## src/rtl/dmem_arbiter.sv

```systemverilog
// dmem_arbiter: round-robin arbiter granting two ports access to a single-ported data memory
module dmem_arbiter #(
    parameter int AW = 32,
    parameter int DW = 32,
    parameter int MEM_BYTES = 1024
) (
    input  logic          clk,
    input  logic          rst_n,
    input  logic          m0_req,
    input  logic          m0_we,
    input  logic [AW-1:0] m0_addr,
    input  logic [DW-1:0] m0_wdata,
    input  logic          m1_req,
    input  logic          m1_we,
    input  logic [AW-1:0] m1_addr,
    input  logic [DW-1:0] m1_wdata,
    output logic          m0_gnt,
    output logic          m1_gnt,
    output logic          m0_rvalid,
    output logic          m1_rvalid,
    output logic          m0_err,
    output logic          m1_err,
    output logic [DW-1:0] rdata,
    output logic [AW-1:0] mem_address,
    output logic          mem_read,
    output logic          mem_write,
    output logic [DW-1:0] mem_wdata,
    input  logic [DW-1:0] mem_rdata
);
    typedef enum logic [1:0] {IDLE, ISSUE, RDWAIT, ERR} state_t;
    state_t state, state_nx;
    logic last, win, win_we, bad, any_req, we_q, port_q;
    logic [AW-1:0] win_addr;
    logic [DW-1:0] win_wdata, rdata_q;
    assign any_req   = m0_req | m1_req;
    assign win       = (m0_req & m1_req) ? ~last : m1_req;
    assign win_we    = win ? m1_we : m0_we;
    assign win_addr  = win ? m1_addr : m0_addr;
    assign win_wdata = win ? m1_wdata : m0_wdata;
    assign bad       = (|win_addr[1:0]) || (win_addr > AW'(MEM_BYTES - 4));
    always_ff @(posedge clk)
        if (!rst_n) state <= IDLE;
        else state <= state_nx;
    // memory-facing address/data only load for serviceable requests so they hold across errors
    always_ff @(posedge clk)
        if (!rst_n) begin
            last        <= 1'b1;
            we_q        <= 1'b0;
            port_q      <= 1'b0;
            mem_address <= '0;
            mem_wdata   <= '0;
            rdata_q     <= '0;
        end else begin
            if (state == IDLE && any_req) begin
                last   <= win;
                we_q   <= win_we;
                port_q <= win;
                if (!bad) begin
                    mem_address <= win_addr;
                    mem_wdata   <= win_wdata;
                end
            end
            if (state == RDWAIT) rdata_q <= mem_rdata;
        end
    always_comb
        state_nx = state == IDLE  ? (any_req ? (bad ? ERR : ISSUE) : IDLE) :
                   state == ISSUE ? (we_q ? IDLE : RDWAIT) : IDLE;
    // pulses are gated by rst_n so a reset cycle aborts the transaction immediately
    always_comb begin
        mem_write = rst_n && state == ISSUE && we_q;
        mem_read  = rst_n && state == ISSUE && !we_q;
        m0_gnt    = rst_n && (state == ISSUE || state == ERR) && !port_q;
        m1_gnt    = rst_n && (state == ISSUE || state == ERR) && port_q;
        m0_err    = rst_n && state == ERR && !port_q;
        m1_err    = rst_n && state == ERR && port_q;
        m0_rvalid = rst_n && state == RDWAIT && !port_q;
        m1_rvalid = rst_n && state == RDWAIT && port_q;
        rdata     = (rst_n && state == RDWAIT) ? mem_rdata : rdata_q;
    end
endmodule

```

## config.mk

```make
export PLATFORM = sky130hd
export DESIGN_NAME = dmem_arbiter
export DESIGN_NICKNAME = d
export VERILOG_FILES = /design/src/rtl/dmem_arbiter.sv
export SDC_FILE = /design/constraint.sdc
export NUM_CORES = 1
export LEC_CHECK = 0
export BUFFER_PORTS_ARGS = -buffer_cell sky130_fd_sc_hd__clkbuf_2
export CAP_MARGIN = 40
export CORE_ASPECT_RATIO = 2
export CORE_MARGIN = 8
export CORE_UTILIZATION = 47
export CTS_BUF_LIST = sky130_fd_sc_hd__clkbuf_4 sky130_fd_sc_hd__clkbuf_8
export CTS_CLUSTER_SIZE = 14
export DETAILED_ROUTE_END_ITERATION = 7
export GPL_TIMING_DRIVEN = 1
export PLACE_DENSITY = 0.87
export SYNTH_ARGS = -nofsm -noshare
export SYNTH_HDL_FRONTEND = slang
export SYNTH_SLANG_ARGS = --single-unit
```

## constraint.sdc

```tcl
create_clock -name clk -period 2.9 [get_ports clk]
set_input_delay 0.58 -clock clk [delete_from_list [all_inputs] [get_ports clk]]
set_output_delay 0.58 -clock clk [all_outputs]
set_load 0.005 [all_outputs]
```

-- Word-level counts from Yosys, hierarchy flattened
Index checks and enable logic that the tools add are counted.
- output and inout port bits: 104
- register bits after elaboration: 101
- word-level logic and storage cells: 45
- input port bits: 166
- reductions and logical operators: 20
- equality and inequality tests: 3
- muxes and demuxes: 10
- bitwise logic cells: 4
- magnitude comparators: 1
- operators by type and width (operator ; count):
    32-bit two-way mux ; 3
    32-bit by 10-bit greater-than comparator with 1-bit output (second input constant) ; 1
    1-bit logical AND ; 13
    2-bit two-way mux ; 5
    2-bit == test (second input constant) ; 2
    2-bit by 1-bit == test with 1-bit output (second input constant) ; 1
    1-bit logical NOT ; 2
    2-bit logical NOT ; 1
    1-bit logical OR ; 2
    1-bit two-way mux ; 2
    1-bit inverter ; 2
    2-bit AND reduction ; 1
    2-bit OR reduction ; 1
    1-bit AND ; 1
    1-bit bitwise OR ; 1

-- Logic depth before layout (Yosys ltp)
Gate-level depths: netlist of the first run.
- word-level depth: 8
- gate-level depth with buffers: 8
- mapped depth without buffers: 5

-- Worst setup path after synthesis of the first run
OpenSTA, ideal clock, no wires.
- kind: input -> output
- start: in rst_n
- end: out m1_rvalid
- path slack: 0.598 ns
- required time: 2.320 ns
- buffers on the path: 3
- data arrival time: 1.722 ns
- stages on the path: 5
- path through: clkbuf_1 > and3_1 > clkbuf_1 > clkbuf_1 > and2_1
- cells in the longest elaborated chain, start to end: 2
- RTL lines (element ; line ; text):
    from (decl) ; 8 ; input logic rst_n,
    1-bit logical AND (2 in a row) ; 77 ; m1_rvalid = rst_n && state == RDWAIT && port_q;
    to (decl) ; 20 ; output logic m1_rvalid,
No other way between the ends.

-- Worst setup path in the final report of the first run
- start: reg state[1]
- end: out m1_rvalid
- cells in the longest elaborated chain, start to end: 3
- RTL lines (element ; line ; text):
    from (decl) ; 31 ; state_t state, state_nx;
    from (signal assigned) ; 43 ; else state <= state_nx;
    2-bit == test ; 77 ;
    1-bit logical AND (2 in a row) ; 77 ;
No other way between the ends.

==> results of run 1 <==
[worst max-delay path by stage]
stage | endpoint | cells after the start
after CTS | m1_rvalid | 4
after detailed placement | mem_address[15] | 6
final | m1_rvalid | 4
after global placement | mem_address[25] | 6
after floorplan | m1_rvalid | 5
after global routing | mem_address[27] | 6
[registers in the layout (all words and copies together) (netlist names)]
register / cells
state: 2
we_q: 1
mem_wdata: 32
port_q: 1
mem_address: 32
last: 1
rdata_q: 32
[final cells by class]
class                           instances  area, sq um  area share
Clock buffer                            9          124      0.0209
Multi-Input combinational cell        316         2100       0.354
Timing Repair Buffer                  280         1450       0.246
Tap cell                              102          128      0.0216
Sequential cell                       101         2020       0.341
Inverter                                2         7.51     0.00127
Clock inverter                          7         91.3      0.0154
[synth_stat cells, drive strengths merged (3+ instances only)]
cell type  instances
dfxtp            101
buf               17
o211a             41
nand3             42
and2               4
nor2               3
and3              27
nor4              12
clkbuf            25
mux2i             42
a22o              32
nand2            101
[kinds of logic after synthesis]
kind of cell	synth area share
AO/OA/AOI/OAI	0.174
buffers and inverters	0.0450
flip-flops	0.472
multiplexers	0.0982
AND/OR/NAND/NOR	0.210
[per-layer routing]
| metal | wire (um) | global-route usage | vias to the layer above | share of wire |
|---|---|---|---|---|
| met2 | 7430 | 0.386 | 205 | 0.52 |
| met3 | 1210 | 0.0786 | 31 | 0.084 |
| li1 | - | - | 2145 | - |
| met1 | 5370 | 0.224 | 2004 | 0.37 |
| met4 | 416 | 0.0896 | 0 | 0.029 |
| met5 | 0 | 0 | - | 0 |
[stage by stage]
| step | util | power (W) |
|---|---|---|
| after floorplan | - | 0.00176 |
| after global placement | 0.638 | 0.00200 |
| after detailed placement | 0.638 | 0.00201 |
| after CTS | 0.662 | 0.00294 |
| after global routing | 0.662 | 0.00306 |
| final | 0.662 | 0.00291 |
[power groups by stage]
stage	logic [W]	registers (W)	clock network [W]
finish	0.000510	0.00147	0.000932
global route	0.000563	0.00148	0.00102
CTS	0.000515	0.00147	0.000959
detailed placement	0.000512	0.00150	0
global placement	0.000499	0.00150	0
floorplan	0.000269	0.00149	0
==> impl_metrics.toml, run 1 <==
[status]
status = "finished clean"

[pwr]
p_switching_w = 0.000809
p_int_w = 0.00210
combinationalPowerShare = 0.175
switching_share = 0.278
ir_drop_uv = 357
seq_power_share = 0.505
p_per_area_mw_per_mm2 = 492
pwr-share-clk = 0.320
power_leakage_nw = 3.57

[final_layout]
final_nets = 876
fill_cells = 714
final_cells = 817
area_growth_pct = 38.3
fin_area_sq_mm = 0.00592
drive_above_1_share = 0.420
final_common_cell = "clkbuf_2"
n_antenna_cell = 0
mostFrequentLayoutCells = "clkbuf_2 (269), nand2_1 (101), dfxtp_1 (101)"

[yosys]
synth_cells = 461
synth_flop_cell = "dfxtp_1"
ys_top_cells_by_area = "dfxtp_1 (47%), mux2i_1 (9.8%), o211a_1 (9.6%)"
synth_edf_count = 0
yosysWarnings = 0
synth-seq-area-share = 0.472
synth_top_area_share = 0.472
syn-cell-area_sq_mm = 0.00428
ys_types = 26
async_flop_share = 0
yosysTopAreaCell = "dfxtp_1"
yosys_register_bits = 101
syn_avg_cell_area_sq_um = 9.29
synth.net_count = 627

[placement]
port_buffers = 269
post-dp-hpwl_um = 11600
gp_congestion = 0.892
preCtsSetupSlack_ns = 0.173
dpl.cell_count = 801
post_dp_cell_area_sq_mm = 0.00571

[worst_setup_path]
end_kind = "primary output"
slowest_delay_ns = 0.50
r2r_slack_ns = 0.88
cp_max_fo = 35
critPathArrivalTime_ns = 1.83
path_class = "reg2out"
path_cells = "and3_2 -> buf_12 -> and2_1 -> clkbuf_2"
r2r_end = "mem_address[30]"
critPathLaunchType = "register"
cp-startpoint = "state[1]"
cp.required_ns = 2.32
cpMaxStageDelayCell = "dfxtp_1"
cp_num_buf_inv = 2
reg2reg_from = "last"
ff2ff_path_depth = 4
path_delay_family = "simple AND/OR/NAND/NOR gates"

[routing]
first_pass_iters = 5
detail_route.wl_per_cell_um = 17.7
post-route-drc-count = 0
viasPerCell = 5.37
vias = 4385
drt-total-wl_um = 14400
drtAntennaViolNets = 0
drtIter0Drc = 202

[global_routing]
grt_max_degree = 69
grt_usage = 0.217
antenna_found_initial = 0
grt_pass1_vias = 4648
grt_pass1_wl_um = 22800
gr-total-overflow = 0

[die]
ios = 270
dieArea_sq_mm = 0.0126
initial_utilization = 0.478
die_w_um = 83.5
core_area_sq_mm = 0.00895
num_rows = 49
die_height_um = 151

[timing]
worst_hold_slack_ns = 0.452
clock_skew_ns = 0.00927
hold_viol = 0
fin_setup_tns_ns = 0
clock.fmax_mhz = 414
drv_slew = 0
slew_headroom = 0.546
worst_slew_pin_slew_ns = 0.681
min_period_ns = 2.41
rsz0062_at_grt = "false"
setup_viol = 0
post-route-period-util = 0.833
setup_ws_ns = 0.486

[clock_network]
worstSkewPairLatency_ns = 0.36
cts_tree = "done"
cts_root_buf = "clkbuf_8"
cts_hold_buf = 0
h-tree-depth = 3
clkSinkCount = 101
ctsLongestPathBuffers = 2
cts_inserted_buffers = 9
postCtsSetupRepairBufs = 0
clk_pin_slew_ns = 0.10
ctsResizeCount = 0

[hold_path]
hold-path-endpoint = "rdata_q[29]"
hold_depth = 2
hold_path.class = "in2reg"
hp-start = "mem_rdata[29]"

[flow_run]
drv_cap = 0
Note: power is estimated with default switching activity, not from simulation.
==> run 2: changes to the inputs <==
--- a/config.mk
+++ b/config.mk
@@ -9,12 +9,12 @@
 export CAP_MARGIN = 40
 export CORE_ASPECT_RATIO = 2
 export CORE_MARGIN = 8
-export CORE_UTILIZATION = 47
+export CORE_UTILIZATION = 44
 export CTS_BUF_LIST = sky130_fd_sc_hd__clkbuf_4 sky130_fd_sc_hd__clkbuf_8
 export CTS_CLUSTER_SIZE = 14
 export DETAILED_ROUTE_END_ITERATION = 7
 export GPL_TIMING_DRIVEN = 1
-export PLACE_DENSITY = 0.87
+export PLACE_DENSITY = 0.82
 export SYNTH_ARGS = -nofsm -noshare
 export SYNTH_HDL_FRONTEND = slang
 export SYNTH_SLANG_ARGS = --single-unit
==> constraint.sdc (replaced) <==
create_clock -name clk -period 2.5 [get_ports clk]
set_input_delay 0.5 -clock clk [delete_from_list [all_inputs] [get_ports clk]]
set_output_delay 0.5 -clock clk [all_outputs]
set_load 0.005 [all_outputs]
==> run 2 against run 1 <==
Compared with the run above:
- sequential power is 16% higher
- combinational power is 16% higher
- first-iteration DRC count is 38% lower
- clock power is 18% higher
- utilization is 4.2 points lower
- sequential share of layout area is 0.26 points lower
- register-to-register slack worse by 0.56 ns
- global-route usage is 0.74 points lower
- worst hold slack worse by 0.090 ns
- clock skew is 0.0020 ns higher
- critical endpoint is now rdata[10]
- highest routed layer unchanged
- final cell count is 3.5% higher
- largest cell class unchanged
- sequential cell count stayed put
==> impl_metrics.toml, run 2 (synthesis gave the netlist of run 1 again) <==
[final_layout]
n_antenna_cell = 0
final_nets = 875
final_cells = 846
drive_above_1_share = 0.420
area_growth_pct = 39.3
reg.largest.list = "mem_address: 32 flops, mem_wdata: 32 flops, rdata_q: 32 flops"
fin_area_sq_mm = 0.00597
fill_cells = 813
mostFrequentLayoutCells = "clkbuf_2 (269), nand2_1 (101), dfxtp_1 (101)"
final_common_cell = "clkbuf_2"

[timing]
post-route-period-util = 0.883
setup_viol = 0
clock.fmax_mhz = 453
drv_slew = 0
min_period_ns = 2.21
rsz0062_at_grt = "false"
hold_viol = 0
worst_slew_pin_slew_ns = 0.619
clock_skew_ns = 0.0113
slew_headroom = 0.588

[clock_network]
postCtsSetupRepairBufs = 0
cts_tree = "done"
ctsResizeCount = 0
ctsLongestPathBuffers = 2
worstSkewPairLatency_ns = 0.37
clk_pin_slew_ns = 0.10
cts_hold_buf = 0
cts_root_buf = "clkbuf_8"
h-tree-depth = 3
clkSinkCount = 101
cts_inserted_buffers = 9

[placement]
gp_congestion = 0.861
port_buffers = 269
post_dp_cell_area_sq_mm = 0.00575
dpl.cell_count = 830
post-dp-hpwl_um = 11300

[pwr]
p_switching_w = 0.000958
seq_power_share = 0.502
p_int_w = 0.00244
p_per_area_mw_per_mm2 = 569
total_power_w = 0.00340
pwr-share-clk = 0.324
power_leakage_nw = 3.57
switching_share = 0.282
combinationalPowerShare = 0.174
ir_drop_uv = 323

[routing]
drtAntennaViolNets = 0
detail_route.wl_per_cell_um = 16.9
drtIter0Drc = 126
viasPerCell = 5.20
drt-total-wl_um = 14300
post-route-drc-count = 0
vias = 4402
first_pass_iters = 4

[global_routing]
antenna_found_initial = 0
grt_usage = 0.210
gr-total-overflow = 0
grt_max_degree = 69
grt_pass1_vias = 4578
grt_pass1_wl_um = 22500

[worst_setup_path]
cp.required_ns = 2.00
cp_max_fo = 65
critPathArrivalTime_ns = 1.71
critPathLaunchType = "register"
end_kind = "primary output"
path_class = "reg2out"

[die]
dieArea_sq_mm = 0.0133
die_height_um = 156
num_rows = 51
ios = 270
die_w_um = 85.8
initial_utilization = 0.444
core_area_sq_mm = 0.00964

[flow_run]
drv_cap = 0

[hold_path]
hold_path.class = "in2reg"

[status]
status = "finished clean"
## run 2: cell count changes in the layout (fill, tap and decap cells not counted), sizes merged
cell / delta
buf: -1
clkinvlp: +1
inv: -1
## run 2: power by group through the flow
stage               combinational [W]  sequential (W)  clock, W
floorplan                    0.000312         0.00173         0
global placement             0.000579         0.00174         0
detailed placement           0.000594         0.00174         0
CTS                          0.000597         0.00170   0.00113
global route                 0.000657         0.00171   0.00120
finish                       0.000593         0.00171   0.00110
## run 2: critical path: stages, from the launching register on
cell and delay [ns]:
dfxtp_1 0.50, and3_2 0.26, buf_12 0.26, nand2_1 0.10, nand2_1 0.08, clkbuf_2 0.12
## run 2: layer usage
metal,track usage,wire length [um],vias up
met5,0,0,-
met4,0.0884,371,0
met3,0.0697,1100,31
met2,0.358,7270,198
met1,0.229,5570,2026
li1,-,-,2147
## run 2: layout make-up
type,instances,area (sq um),area share
inverters,2,7.51,0.00126
clock inverters,7,92.6,0.0155
repair buffers,279,1460,0.244
multi-input cells,316,2100,0.351
clock buffers,9,124,0.0208
flip-flops and latches,101,2020,0.339
well taps,132,165,0.0277
## run 2: final timing paths
kind	start	to	slack, ns	cells after the start
max	state[1]	rdata[10]	0.29	5
max reg2reg	last	mem_address[25]	0.32	5
min reg2reg	rdata_q[31]	rdata_q[31]	0.48	1
min	mem_rdata[24]	rdata_q[24]	0.36	2
## run 2: stage by stage
stage	hold WS (ns)	util	setup TNS [ns]	setup slack [ns]
after floorplan	0.442	-	0	0.358
after global placement	0.455	0.597	0	0.0358
after detailed placement	0.454	0.597	-0.731	-0.0406
after CTS	0.337	0.619	0	0.280
after global routing	0.332	0.619	0	0.0870
final	0.363	0.619	0	0.293
